--- config.mk ---
export PLATFORM = sky130hd
export DESIGN_NAME = mem_port_arbiter
export DESIGN_NICKNAME = d
export VERILOG_FILES = /design/src/rtl/mem_port_arbiter_pkg.sv /design/src/rtl/mem_resp_tracker.sv /design/src/rtl/mem_port_arbiter.sv
export SDC_FILE = /design/constraint.sdc
export NUM_CORES = 1
export LEC_CHECK = 0
export BUFFER_PORTS_ARGS = -buffer_cell sky130_fd_sc_hd__buf_2
export CAP_MARGIN = 20
export CELL_PAD_IN_SITES_DETAIL_PLACEMENT = 0
export CELL_PAD_IN_SITES_GLOBAL_PLACEMENT = 1
export CORE_AREA = 2 2 109 111
export CTS_CLUSTER_SIZE = 8
export DETAILED_ROUTE_END_ITERATION = 16
export DIE_AREA = 0 0 111 113
export PLACE_DENSITY = 0.89
export SLEW_MARGIN = 10
export SYNTH_ARGS = -nofsm -noshare
export SYNTH_HDL_FRONTEND = slang
export SYNTH_SLANG_ARGS = --single-unit
--- constraint.sdc ---
create_clock -name clk -period 3.4 [get_ports clk]
set_clock_uncertainty 0.2 [all_clocks]
set_input_delay 0 -clock clk [delete_from_list [all_inputs] [get_ports clk]]
set_output_delay 0 -clock clk [all_outputs]
set_load 0.02 [all_outputs]
--- src/rtl/mem_port_arbiter_pkg.sv ---
// Shared types and constants for the fetch/data memory port arbiter.
package mem_port_arbiter_pkg;

    typedef enum logic [1:0] {
        OWN_NONE = 2'd0,
        OWN_IF   = 2'd1,
        OWN_DM   = 2'd2
    } mem_owner_e;

    localparam int MEM_BE_W = 4;

endpackage

--- src/rtl/mem_resp_tracker.sv ---
// Owner-tag delay line: each slot is the requester that owns the SRAM read
// data arriving RD_LATENCY cycles after the grant.
module mem_resp_tracker
    import mem_port_arbiter_pkg::*;
#(
    parameter int RD_LATENCY = 1
) (
    input  logic       clk,
    input  logic       rst,
    input  mem_owner_e push,
    output mem_owner_e head
);

    mem_owner_e stage [RD_LATENCY];

    always_ff @(posedge clk) begin
        if (rst) begin
            for (int i = 0; i < RD_LATENCY; i++) begin
                stage[i] <= OWN_NONE;
            end
        end else begin
            stage[0] <= push;
            for (int i = 1; i < RD_LATENCY; i++) begin
                stage[i] <= stage[i-1];
            end
        end
    end

    assign head = stage[RD_LATENCY-1];

endmodule

--- src/rtl/mem_port_arbiter.sv ---
// Shares one single-port SRAM between instruction fetch and the data stage,
// with starvation relief for fetch and in-order read data steering.
module mem_port_arbiter
    import mem_port_arbiter_pkg::*;
#(
    parameter int ADDR_W       = 32,
    parameter int DATA_W       = 32,
    parameter int RD_LATENCY   = 1,
    parameter int STARVE_LIMIT = 3
) (
    input  logic                clk,
    input  logic                rst,
    input  logic                if_req,
    input  logic [ADDR_W-1:0]   if_addr,
    output logic                if_gnt,
    output logic                if_rvalid,
    output logic [DATA_W-1:0]   if_rdata,
    input  logic                dm_req,
    input  logic                dm_we,
    input  logic [MEM_BE_W-1:0] dm_be,
    input  logic [ADDR_W-1:0]   dm_addr,
    input  logic [DATA_W-1:0]   dm_wdata,
    output logic                dm_gnt,
    output logic                dm_rvalid,
    output logic [DATA_W-1:0]   dm_rdata,
    output logic                mem_en,
    output logic                mem_we,
    output logic [MEM_BE_W-1:0] mem_be,
    output logic [ADDR_W-1:0]   mem_addr,
    output logic [DATA_W-1:0]   mem_wdata,
    input  logic [DATA_W-1:0]   mem_rdata,
    output logic                if_stall,
    output logic                dm_stall
);

    localparam int CNT_W = (STARVE_LIMIT > 0) ? $clog2(STARVE_LIMIT + 1) : 1;
    localparam logic [CNT_W-1:0] LIMIT = CNT_W'(STARVE_LIMIT);

    logic [CNT_W-1:0] starve_cnt;
    logic             force_if;
    logic             contested;
    mem_owner_e       push;
    mem_owner_e       head;

    // A limit of zero disables the relief path entirely.
    assign force_if  = (STARVE_LIMIT != 0) && (starve_cnt == LIMIT);
    assign contested = if_req & dm_req;

    assign if_gnt   = ~rst & if_req & (~dm_req | force_if);
    assign dm_gnt   = ~rst & dm_req & ~(if_req & force_if);
    assign if_stall = if_req & ~if_gnt;
    assign dm_stall = dm_req & ~dm_gnt;

    always_ff @(posedge clk) begin
        if (rst) begin
            starve_cnt <= '0;
        end else if (if_gnt) begin
            starve_cnt <= '0;
        end else if (dm_gnt && contested && (starve_cnt != LIMIT)) begin
            starve_cnt <= starve_cnt + CNT_W'(1);
        end
    end

    always_comb begin
        mem_en    = if_gnt | dm_gnt;
        mem_we    = 1'b0;
        mem_be    = '0;
        mem_addr  = '0;
        mem_wdata = '0;
        push      = OWN_NONE;
        if (if_gnt) begin
            mem_addr = if_addr;
            push     = OWN_IF;
        end else if (dm_gnt) begin
            mem_we    = dm_we;
            mem_be    = dm_be;
            mem_addr  = dm_addr;
            mem_wdata = dm_wdata;
            push      = dm_we ? OWN_NONE : OWN_DM;
        end
    end

    mem_resp_tracker #(
        .RD_LATENCY (RD_LATENCY)
    ) u_tracker (
        .clk  (clk),
        .rst  (rst),
        .push (push),
        .head (head)
    );

    // A response landing while reset is held belongs to a dropped read.
    assign if_rvalid = ~rst & (head == OWN_IF);
    assign dm_rvalid = ~rst & (head == OWN_DM);
    assign if_rdata  = if_rvalid ? mem_rdata : '0;
    assign dm_rdata  = dm_rvalid ? mem_rdata : '0;

endmodule
Word-level counts from Yosys, hierarchy flattened
Memory sizes are Yosys's and may differ from the RTL's.
Cells that the tools add are included.

storage, ports and cells
  bits in writable memories = 2
  input port bits = 137
  memories = 1
  word-level logic and storage cells = 46
  output and inout port bits = 140
  bits in registers = 2

operators by class
  bitwise gates (word level) = 17
  reduce and logical (&&, ||, !) cells = 4
  add/subtract/negate cells = 1
  mux-type cells = 18
  eq/ne operators = 4

memory list
  name             words  width  read ports  clocked after Yosys merged registers in  wr ports  line                    text
  u_tracker.stage  1      2      1           0                                        1         mem_resp_tracker.sv:14  mem_owner_e stage [RD_LATENCY];

operators with widths
  cell                 number
  $mux 32              6
  $and 1x1->1          10
  $mux 2               4
  $mux 4               2
  $mux 1               6
  $not 1->1            5
  $eq 2x2->1 const B   2
  $reduce_or 2->1      2
  $add 2x1->2 const B  1
  $eq 2x1->1 const B   1
  $logic_and 1x1->1    2
  $ne 2x2->1 const B   1
  $or 1x1->1           2

Logic depth before layout (Yosys ltp)
Gate-level depths: netlist of the first run.

  word-level depth = 7
  gate-level depth with buffers = 5
  mapped depth without buffers = 3

By module
From an unflattened synthesis of the first run, not the netlist that was laid out.

unflattened totals
  cell total of the unflattened synthesis = 258
  area, all modules = 2,194.6 um^2

modules (own cells, without submodules)
  module            times used  area each (um^2)  cells each  sequential area each (um^2)
  mem_port_arbiter  1           2,142.1           254         40.0
  mem_resp_tracker  1           52.6              4           40.0

Worst setup path after synthesis of the first run
Ideal clock, no wire load.

  path kind = reg-to-output
  start point = register starve_cnt[0]
  end point = output port mem_addr[0]
  stages on the path, launching flop included = 5
  data arrival time = 1.318 ns
  buffers on the path = 1
  slack = 1.882 ns
  cells stage by stage = dfxtp_1 ha_1 nor2b_1 buf_6 o32ai_1

between the ends
  cells in the longest elaborated chain, start to end = 6
  elaborated cells on any way between the ends = 8
  classes of those cells = 1 x eq/ne; 2 x mux; 5 x bitwise

ends and longest elaborated chain
  what                    line                    text
  start, declared         mem_port_arbiter.sv:39  logic [CNT_W-1:0] starve_cnt;
  start signal, assigned  mem_port_arbiter.sv:60  starve_cnt <= starve_cnt + CNT_W'(1);
  $eq 2x2->1 *            mem_port_arbiter.sv:46  assign force_if = (STARVE_LIMIT != 0) && (starve_cnt == LIMIT);
  $and 1x1->1             mem_port_arbiter.sv:50  assign dm_gnt = ~rst & dm_req & ~(if_req & force_if);
  $not 1->1               mem_port_arbiter.sv:50
  $and 1x1->1             mem_port_arbiter.sv:50
  $mux 32                 mem_port_arbiter.sv:74  end else if (dm_gnt) begin
  $mux 32 *               mem_port_arbiter.sv:71  if (if_gnt) begin
  end, declared           mem_port_arbiter.sv:29  output logic [ADDR_W-1:0] mem_addr,

Mark *: on every way between the ends. The rest lies on a longest branch, timed or not.

Worst setup path after layout of the first run
  start point = register starve_cnt[0]
  end point = output port mem_wdata[29]

between the ends
  cells in the longest elaborated chain, start to end = 6
  elaborated cells on any way between the ends = 8
  classes of those cells = 1 x eq/ne; 2 x mux; 5 x bitwise

ends and longest elaborated chain
  what           line                    text
  $eq 2x2->1 *   mem_port_arbiter.sv:46
  $and 1x1->1    mem_port_arbiter.sv:50
  $not 1->1      mem_port_arbiter.sv:50
  $and 1x1->1    mem_port_arbiter.sv:50
  $mux 32        mem_port_arbiter.sv:74
  $mux 32 *      mem_port_arbiter.sv:71
  end, declared  mem_port_arbiter.sv:30  output logic [DATA_W-1:0] mem_wdata,

Marked as above.

==> results of run 1 <==
[final timing paths]
kind | depth (start not counted) | startpoint | to
worst max-delay path | 5 | starve_cnt[0] | mem_wdata[29]
worst min-delay path | 3 | mem_rdata[13] | if_rdata[13]
worst max register to register | 3 | starve_cnt[0] | u_tracker.stage[0][1]
worst min register to register | 2 | starve_cnt[1] | starve_cnt[1]
[per-layer routing]
layer | wire [um] | vias to the layer above | global-route usage (%)
met4 | 22 | 0 | 0.750
met1 | 3570 | 1226 | 15.0
li1 | - | 1398 | -
met5 | 0 | - | 0
met2 | 4340 | 158 | 23.4
met3 | 828 | 2 | 3.80
[through the flow]
stage / utilization [%] / hold WS [ns] / setup slack, ns / cells / power (mW)
3_5_place_dp: 32.0 / 0.0220 / 1.34 / 647 / 0.423
2_1_floorplan: - / -0.121 / 1.88 / 257 / 0.283
3_3_place_gp: 32.0 / 0.0157 / 1.38 / 647 / 0.420
6_report: 33.1 / 0.130 / 1.10 / 655 / 0.606
4_1_cts: 33.1 / 0.130 / 1.09 / 655 / 0.614
5_1_grt: 33.1 / 0.144 / 0.995 / 655 / 0.643
[cells by family (layout without fill, tap and decap cells)]
logic type	Yosys count	count (layout)
fa+ha+maj	1	1
simple gates	180	180
buf+inv	35	290
flops	4	4
compound gates	37	37
[power by group through the flow]
stage	Sequential [mW]	Clock (mW)	Combinational, mW
floorplan	0.0511	0	0.232
global placement	0.0513	0	0.369
detailed placement	0.0515	0	0.372
CTS	0.0508	0.186	0.377
global route	0.0510	0.191	0.401
finish	0.0508	0.182	0.373
[worst max-delay path: cells and delay by family, from the launching register on]
family	cells	cell delay [ns]
adders and majority gates	1	0.26
buffers and inverters	2	0.52
DFF	1	0.34
and+or+nand+nor	2	0.75
[layout make-up]
| cell class | instances | area, sq um | area share [%] |
|---|---|---|---|
| Multi-Input combinational cell | 218 | 1920 | 51.5 |
| Clock buffer | 3 | 75.1 | 2.01 |
| Timing Repair Buffer | 286 | 1470 | 39.4 |
| Sequential cell | 4 | 80.1 | 2.15 |
| Tap cell | 143 | 179 | 4.80 |
| Inverter | 1 | 3.75 | 0.101 |
[state kept, by name (all words and copies together), names as in the netlist]
| register | flops |
|---|---|
| u_tracker.stage | 2 |
| starve_cnt | 2 |
[cell usage in the layout, fill, tap and decap left out]
| master | instances |
|---|---|
| and2_2 | 1 |
| nor3_1 | 3 |
| nand4b_1 | 1 |
| dfxtp_1 | 4 |
| o21a_1 | 2 |
| dlygate4sd3_1 | 5 |
| nand2b_1 | 66 |
| nand4bb_1 | 1 |
| clkbuf_16 | 3 |
| nor3b_2 | 37 |
| nor2b_4 | 1 |
| ha_1 | 1 |
| buf_2 | 276 |
| and2_1 | 64 |
| nor2_1 | 3 |
| o32ai_1 | 5 |
| nand2b_2 | 1 |
| a21bo_2 | 1 |
| o32ai_2 | 27 |
| inv_2 | 1 |
| nor3b_4 | 2 |
| buf_4 | 5 |
| a21oi_1 | 2 |
==> impl_results.md, run 1 <==
- Count of cell types in the netlist: 21
- Synthesis Warnings: 0
- Slowest cell on crit path: and2_2
- Xor-xnor portion of the synthesized cell area: 0%
- Post-synth EDFFs: 0
- Switching portion of total power: 39.2%
- CTS HTree Levels: 1
- Final WL: 8750 um
- Ys async rst share: 0%
- Peak supply drop: 0.126 mV
- Clock power frac: 30.1%
- Clk_lat worst skew: 0.22 ns
- Switching Power: 0.238 mW
- Leakage Power: 1.99 nW
- CTS Sinks: 4
- # Post-CTS Setup Buffers: 0
- CP Capture Type: output pin
- CP Cell Sequence: ha_1, and2_2, buf_4, nor3b_2, buf_2
- Grt ovf: 0
- Via count: 2,784
- Die width: 111 um
- RSZ-0062 raised after global routing: no
- Routability congestion estimate: 0.770
- Fill cells: 1,215
- Hold buffers post-CTS: 5
- Most common cell in the synthesized netlist: nand2b_1
- Clock transition at the registers of the reported paths: 0.03 ns
- Yosys top cell area share: 20.4%
- Status: finished, final reports clean
- Port bufs: 276
- Max_cap viols: 0
- Total CTS buffers: 3
- Avg Cell Area, Syn: 8.83 sq um
- Initial core utilization: 20.1%
- Cell taking the most area after synthesis: nor3b_2
- Area of placed instances: 3600 sq um
- Final nets: 652
- Fmax: 434 MHz
- Number of global-route vias before repair: 2,534
- Cells after Synth: 257
- DRC: 0
- Synth top area cells: nor3b_2, o32ai_2, nand2b_1, and2_1, buf_6
- All-Layer GR Usage: 12.6%
- Die area: 12,500 sq um
- Vias/cell: 4.25
- Largest net degree at the start of global routing: 71
- Internal power: 0.368 mW
- Sequential Power Share: 8.4%
- Post-route ant nets: 0
- #FFs+latches synth: 4
- Die height: 113 um
- CTS max path bufs: 2
- Synth Net Count: 395
- Post-DP HPWL: 7180 um
- Final setup TNS: 0 ns
- Setup crit start kind: register
- Tmin final: 2.30 ns
- Crit path DAT: 2.10 ns
- Multiplexer area fraction after synthesis: 0%
- Reg2reg setup slack: 1.64 ns
- Hold Path Class: in -> out
- Compound-Gate Fraction of Synth Area: 22.8%
- Largest family of logic cells by synthesized area: simple AND/OR/NAND/NOR gates
- Worst-Margin Slew: 0.913 ns
- Most frequent cells after synthesis: nand2b_1, and2_1, nor3b_2
- Fin area: 3730 sq um
- CTS tree: yes
- Largest stage delay, worst path: 0.67 ns
- Syn Std Cell Area: 2270 sq um
- First-pass GRT wire length: 13,000 um
- Crit-path max FO: 28
- Drt initial violations: 86
- Layout cells sized above 1: 69.3%
- Power density cells: 163 nW/um^2
- CTS resizes: 0
- Dominant synthesized flop cell: dfxtp_1
- Placement row count: 39
- Hold Vio Cnt, Final: 0
- Root buffer cell: clkbuf_16
- Antenna Cells: 0
- Initial antenna violation count: 0
- Seq/Total Area, Yosys: 3.53%
- Core Area: 11,300 sq um
- Slew HR: 39.2%
- Final setup viols: 0
- CP required: 3.20 ns
- IO Count: 277
- CP Class: reg -> out
- Combinational share of power: 61.5%
- Post-Synth Simple-Gate Area: 60.7%
- Slew Limit Fails: 0
- Area growth, synth to finish: 64.2%
- Synth Area in Adders: 0.551%
- WL per Instance: 13.4 um
- Detailed Routing Iterations Pass 1: 4
- Final period util: 67.7%
Power figures use the tool's default switching activity.
==> run 2: changes to the inputs <==
--- a/config.mk
+++ b/config.mk
@@ -9,11 +9,11 @@
 export CAP_MARGIN = 20
 export CELL_PAD_IN_SITES_DETAIL_PLACEMENT = 0
 export CELL_PAD_IN_SITES_GLOBAL_PLACEMENT = 1
-export CORE_AREA = 2 2 109 111
+export CORE_MARGIN = 1.5
+export CORE_UTILIZATION = 21
 export CTS_CLUSTER_SIZE = 8
 export DETAILED_ROUTE_END_ITERATION = 16
-export DIE_AREA = 0 0 111 113
-export PLACE_DENSITY = 0.89
+export PLACE_DENSITY = 0.92
 export SLEW_MARGIN = 10
 export SYNTH_ARGS = -nofsm -noshare
 export SYNTH_HDL_FRONTEND = slang
==> constraint.sdc (replaced) <==
create_clock -name clk -period 2.4 [get_ports clk]
set_clock_uncertainty 0.2 [all_clocks]
set_input_delay 0 -clock clk [delete_from_list [all_inputs] [get_ports clk]]
set_output_delay 0 -clock clk [all_outputs]
set_load 0.02 [all_outputs]
==> run 2 against run 1 <==
Setup slack lost 0.81 ns. Non-clock buffer count unchanged. Count of clock-buffer cells in the layout stayed put. Sequential cell count did not move. Global-route usage rose by 1.7 points. Critical path depth did not move. Largest power group unchanged. Sequential share of layout area about the same. Register-to-register slack got worse by 1.0 ns. First-iteration DRC count up 35%. Via count rose by 2.8%. Combinational power up 43%. Critical path type is now in -> out. Routed wire length is 0.17% higher.
==> impl_results.md, run 2 (same netlist as run 1, synthesis figures left out) <==
- Status: finished, final reports clean
- DRC: 0 (unchanged)
- CP Capture Type: output pin
- Worst-Margin Slew: 0.869 ns (-0.0437 ns)
- Combinational share of power: 71.7% (+10 points)
- Fmax: 472 MHz
- Initial antenna violation count: 0 (unchanged)
- All-Layer GR Usage: 14.2% (+1.7 points)
- R2R depth: 4 (+1)
- Slew Limit Fails: 0 (unchanged)
- Max_cap viols: 0 (unchanged)
- Core Area: 10,400 sq um (-7.6%)
- Leakage Power: 1.98 nW (-0.67%)
- CTS HTree Levels: 1 (unchanged)
- IO Count: 277 (unchanged)
- GR Util met1: 16.4% (+1.4 points)
- CP Class: in -> out
- Routability congestion estimate: 0.836 (+8.6%)
- # Post-CTS Setup Buffers: 0 (unchanged)
- Switching Power: 0.327 mW (+37%)
- Port bufs: 276 (unchanged)
- Clk_lat worst skew: 0.21 ns (about the same)
- Number of global-route vias before repair: 2,690 (+6.2%)
- Initial core utilization: 21.8% (+1.7 points)
- WL per Instance: 13.5 um (+1.3%)
- Area growth, synth to finish: 62.4%
- Crit path DAT: 1.92 ns (-0.18 ns)
- Fill cells: 1,081 (-11%)
- Final period util: 88.2%
- Sequential Power Share: 9.7% (+1.3 points)
- Final Util: 35.4% (+2.3 points)
- Reg2reg end: starve_cnt[0]
- Final setup viols: 0 (unchanged)
- GRT Max-Usage Layer: met2
- Final setup TNS: 0 ns (unchanged)
- Power density cells: 202 nW/um^2 (+24%)
- Final nets: 652 (unchanged)
- GRT met3 Usage: 2.92% (-0.88 points)
- Final worst slack: 0.283 ns (-0.814 ns)
- Tmin final: 2.12 ns
- CP required: 2.20 ns (-1.00 ns)
- Final WL: 8770 um (+0.17%)
- Hold Path Class: in -> reg
- Switching portion of total power: 44.0% (+4.7 points)
- CTS tree: yes
- Dpl ws: 0.335 ns (-1.00 ns)
- Peak supply drop: 0.130 mV (+3.1%)
- Grt ovf: 0 (unchanged)
- Drt initial violations: 116 (+35%)
- Detailed Routing Iterations Pass 1: 4 (unchanged)
- Crit-path max FO: 33 (+18%)
- Crit path launch: rst
- Post-route ant nets: 0 (unchanged)
- Commonest non-fill, non-tap cells in the layout: buf_2, nand2b_1, and2_1
- Antenna Cells: 0 (unchanged)
- CTS max path bufs: 2 (unchanged)
- Hold Vio Cnt, Final: 0 (unchanged)
- Total Power: 0.744 mW (+23%)
- Largest net degree at the start of global routing: 68 (-4.2%)
- Slew HR: 42.0% (+2.9 points)
- Reg2reg setup slack: 0.61 ns (-1.03 ns)
- Met2 Usage GRT: 27.2% (+3.8 points)
- CTS Sinks: 4 (unchanged)
- Via count: 2,863 (+2.8%)
- Root buffer cell: clkbuf_8
- Die height: 107 um (-5.3%)
- Clock transition at the registers of the reported paths: 0.03 ns (about the same)
- Setup crit start kind: primary input
- RSZ-0062 raised after global routing: no
- Vias/cell: 4.42 (+3.9%)
- Layout cells sized above 1: 69.3% (unchanged)
- Internal power: 0.417 mW (+13%)
- Clock power frac: 18.6% (-11 points)
- Worst setup endpoint: dm_rdata[3]
- Most common cell after layout, fill and taps aside: buf_2
- Die width: 107 um (-3.6%)
- Post-DP HPWL: 7360 um (+2.5%)
- Largest regs: starve_cnt (2), u_tracker.stage (2)
- Die area: 11,400 sq um (-8.8%)
- Reg-to-reg startpoint: starve_cnt[0]
- First-pass GRT wire length: 13,200 um (+1.6%)
- WHS Path Cells: 3 (unchanged)
- Placement row count: 37 (-5.1%)
- Total CTS buffers: 3 (unchanged)
-- run 2: cell types whose count changed in the layout (fill, tap and decap cells not counted) --
cell and change:
clkbuf_8 +3, clkbuf_16 -3, and2_4 +1, and2_2 -1
-- run 2: area by class of cell --
class	instances	area, sq um	share of cell area [%]
Clock buffer	3	41.3	1.12
Inverter	1	3.75	0.102
Multi-Input combinational cell	218	1920	52.1
Sequential cell	4	80.1	2.17
Tap cell	136	170	4.62
Timing Repair Buffer	286	1470	39.9
-- run 2: power by group through the flow --
stage | Combinational [mW] | Clock [mW] | Sequential, mW
after floorplan | 0.329 | 0 | 0.0724
after global placement | 0.519 | 0 | 0.0726
after detailed placement | 0.530 | 0 | 0.0731
after CTS | 0.538 | 0.144 | 0.0721
after global routing | 0.574 | 0.152 | 0.0724
final | 0.533 | 0.139 | 0.0721
-- run 2: what timing repair did --
item / in CTS / in global routing
resized for setup: 0 / 1
endpoints found under the hold margin: 4 / 0
endpoints found under the setup margin: 0 / 1
hold buffers: 5 / 0
-- run 2: worst min-delay path by stage --
stage	slack (ns)	start	endpoint
after floorplan	-0.12	dm_we	u_tracker.stage[0][1]
after global placement	0.01	dm_we	u_tracker.stage[0][1]
after detailed placement	0.01	dm_we	u_tracker.stage[0][1]
after CTS	0.03	dm_req	u_tracker.stage[0][0]
after global routing	0.07	dm_req	u_tracker.stage[0][0]
final	0.04	dm_req	u_tracker.stage[0][0]
-- run 2: metal layers --
metal / share of wire [%] / up-vias
li1: - / 1395
met1: 38 / 1300
met2: 53 / 162
met3: 8.1 / 6
met4: 0.87 / 0
met5: 0 / -
-- run 2: critical path, cell delays in order --
cell and delay [ns]:
dlygate4sd3_1 0.54, buf_2 0.20, nor3b_4 0.75, and2_1 0.24
buf_2 0.17
-- run 2: stage by stage --
| step | hold slack (ns) | instances | instance area [sq um] |
|---|---|---|---|
| after detailed placement | 0.0112 | 640 | 3590 |
| after CTS | 0.0337 | 648 | 3680 |
| after global placement | 0.0113 | 640 | 3590 |
| after global routing | 0.0676 | 648 | 3690 |
| after floorplan | -0.121 | 257 | 2270 |
| final | 0.0394 | 648 | 3690 |
==> run 3: changes to the inputs <==
--- a/config.mk
+++ b/config.mk
@@ -9,10 +9,11 @@
 export CAP_MARGIN = 20
 export CELL_PAD_IN_SITES_DETAIL_PLACEMENT = 0
 export CELL_PAD_IN_SITES_GLOBAL_PLACEMENT = 1
-export CORE_MARGIN = 1.5
+export CORE_MARGIN = 10
 export CORE_UTILIZATION = 21
 export CTS_CLUSTER_SIZE = 8
 export DETAILED_ROUTE_END_ITERATION = 16
+export GPL_TIMING_DRIVEN = 0
 export PLACE_DENSITY = 0.92
 export SLEW_MARGIN = 10
 export SYNTH_ARGS = -nofsm -noshare
==> run 3 against run 2 <==
Total power rose by 4.1%. Sequential share of layout area is 0.12 points lower. Maximum frequency is 11% higher. Die area is 34% higher. Sequential power hardly changed. Global-route usage shrank 0.49 points. Via count is 3.2% higher. Final area increased by 5.7%. Register-to-register slack improved by 0.09 ns. Hold slack improved by 0.091 ns. Critical path type is now reg -> out.
==> impl_results.md, run 3 (same netlist as run 1, synthesis figures left out) <==
- Combinational share of power: 72.6% (+0.9 points)
- Die area: 15,400 sq um (+34%)
- Fmax: 527 MHz (+11%)
- Initial core utilization: 21.8% (unchanged)
- Final setup viols: 0 (unchanged)
- CP required: 2.20 ns (about the same)
- Non-Filler Instances: 675 (+4.2%)
- Root buffer cell: clkbuf_8
- Crit path DAT: 1.70 ns (-0.22 ns)
- Dpl ws: 0.731 ns (+0.396 ns)
- Initial antenna violation count: 0 (unchanged)
- Port bufs: 275 (-0.36%)
- CTS max path bufs: 2 (unchanged)
- Slew HR: 65.2% (+23 points)
- Die width: 124 um (+16%)
- WHS Path Cells: 3 (unchanged)
- Final hold slack: 0.131 ns (+0.0913 ns)
- Clock power frac: 18.1% (-0.5 points)
- All-Layer GR Usage: 13.8% (-0.49 points)
- DR WL met2: 5890 um (+28%)
- R2R depth: 4 (unchanged)
- First-pass GRT wire length: 17,100 um (+29%)
- CTS resizes: 0 (unchanged)
- Internal power: 0.433 mW (+4.0%)
- Final WL: 11,800 um (+35%)
- CTS HTree Levels: 1 (unchanged)
- Worst-Margin Slew: 0.521 ns (-0.347 ns)
- Clk_lat worst skew: 0.21 ns (about the same)
- Reg2reg setup slack: 0.70 ns (+0.09 ns)
- CP Capture Type: output pin
- CTS Sinks: 4 (unchanged)
- Final period util: 79.1% (-9.1 points)
- Hold endpoint: dm_rdata[18]
- Crit path launch: starve_cnt[0]
- Die height: 124 um (+16%)
- M1 WL: 4190 um (+25%)
- Layout cells sized above 1: 69.2% (-0.13 points)
- Most common cell after layout, fill and taps aside: buf_2
- Sequential Power Share: 9.3% (-0.4 points)
- Peak supply drop: 0.151 mV (+16%)
- Placement row count: 37 (unchanged)
- Detailed Routing Iterations Pass 1: 4 (unchanged)
- WL per Instance: 17.5 um (+29%)
- Metal3 WL: 1620 um (+130%)
- Hold_sp: mem_rdata[18]
- Top Metal Used: met4
- Reg2reg end: starve_cnt[1]
- Commonest non-fill, non-tap cells in the layout: buf_2, nand2b_1, and2_1
- Final worst slack: 0.501 ns (+0.218 ns)
- Routability congestion estimate: 0.902 (+8.0%)
- Vias/cell: 4.38 (-0.88%)
- DP Cell Count: 668 (+4.4%)
- Grt ovf: 0 (unchanged)
- Largest regs: starve_cnt (2), u_tracker.stage (2)
- Clock transition at the registers of the reported paths: 0.03 ns (about the same)
- Reg-to-reg startpoint: starve_cnt[0]
- Antenna Cells: 0 (unchanged)
- DRC: 0 (unchanged)
- Largest net degree at the start of global routing: 11 (-84%)
- Setup crit start kind: register
- IO Count: 277 (unchanged)
- Total Power: 0.774 mW (+4.1%)
- Hold Path Class: in -> out
- Tmin final: 1.90 ns (-0.218 ns)
- Drt initial violations: 73 (-37%)
- Post-DP HPWL: 10,700 um (+45%)
- Post-route ant nets: 0 (unchanged)
- RSZ-0062 raised after global routing: no
- Core Area: 10,400 sq um (unchanged)
- CP Class: reg -> out
- Final setup TNS: 0 ns (unchanged)
- Final nets: 679 (+4.1%)
- Power density cells: 199 nW/um^2 (-1.5%)
- Area growth, synth to finish: 71.7%
- Switching portion of total power: 44.0% (+0.069 points)
- Status: finished, final reports clean
- Slew Limit Fails: 0 (unchanged)
- Total CTS buffers: 3 (unchanged)
- Max_cap viols: 0 (unchanged)
- Leakage Power: 2.09 nW (+5.6%)
- Number of global-route vias before repair: 3,245 (+21%)
- Hold Vio Cnt, Final: 0 (unchanged)
- Crit-path max FO: 10 (-70%)
- Via count: 2,956 (+3.2%)
- CTS tree: yes
- Switching Power: 0.341 mW (+4.3%)
run 3: timing repair:
action / 4_1_cts / 5_1_grt
hold buffers: 4 / 0
buffers inserted: 0 / 0
endpoints found under the hold margin: 3 / 0
run 3: cell type report:
cell class | count | area [sq um]
Fill cell | 1069 | 6520
Multi-Input combinational cell | 218 | 1910
Timing Repair Buffer | 279 | 1420
Buffer | 34 | 277
Tap cell | 136 | 170
Sequential cell | 4 | 80.1
Clock buffer | 3 | 41.3
Inverter | 1 | 3.75
run 3: worst max path at each step:
stage | end | cells past startpoint
2_1_floorplan | mem_addr[0] | 4
6_report | mem_wdata[25] | 6
3_3_place_gp | mem_wdata[25] | 6
3_5_place_dp | mem_wdata[25] | 6
5_1_grt | mem_wdata[25] | 6
4_1_cts | mem_wdata[25] | 6
run 3: layer usage:
| metal | vias to the layer above | track usage, % |
|---|---|---|
| met5 | - | 0 |
| met4 | 0 | 2.45 |
| met3 | 10 | 5.88 |
| met2 | 174 | 26.4 |
| met1 | 1320 | 13.5 |
| li1 | 1452 | - |
run 3: power by group through the flow:
| stage | logic (mW) | clock network [mW] | registers (mW) |
|---|---|---|---|
| after global placement | 0.554 | 0 | 0.0726 |
| final | 0.562 | 0.140 | 0.0722 |
| after global routing | 0.608 | 0.155 | 0.0724 |
| after floorplan | 0.329 | 0 | 0.0724 |
| after detailed placement | 0.564 | 0 | 0.0729 |
| after CTS | 0.571 | 0.147 | 0.0722 |
run 3: critical path, cell delays in order, from the launching register on:
cell	delay [ns]
dfxtp_1	0.32
ha_1	0.24
and2_1	0.18
buf_6	0.13
buf_6	0.15
nor3b_2	0.25
buf_2	0.21
run 3: through the flow:
stage,util (%),cell area (sq um)
3_3_place_gp,36.6,3820
4_1_cts,37.4,3900
6_report,37.4,3900
5_1_grt,37.4,3900
2_1_floorplan,-,2270
3_5_place_dp,36.6,3820
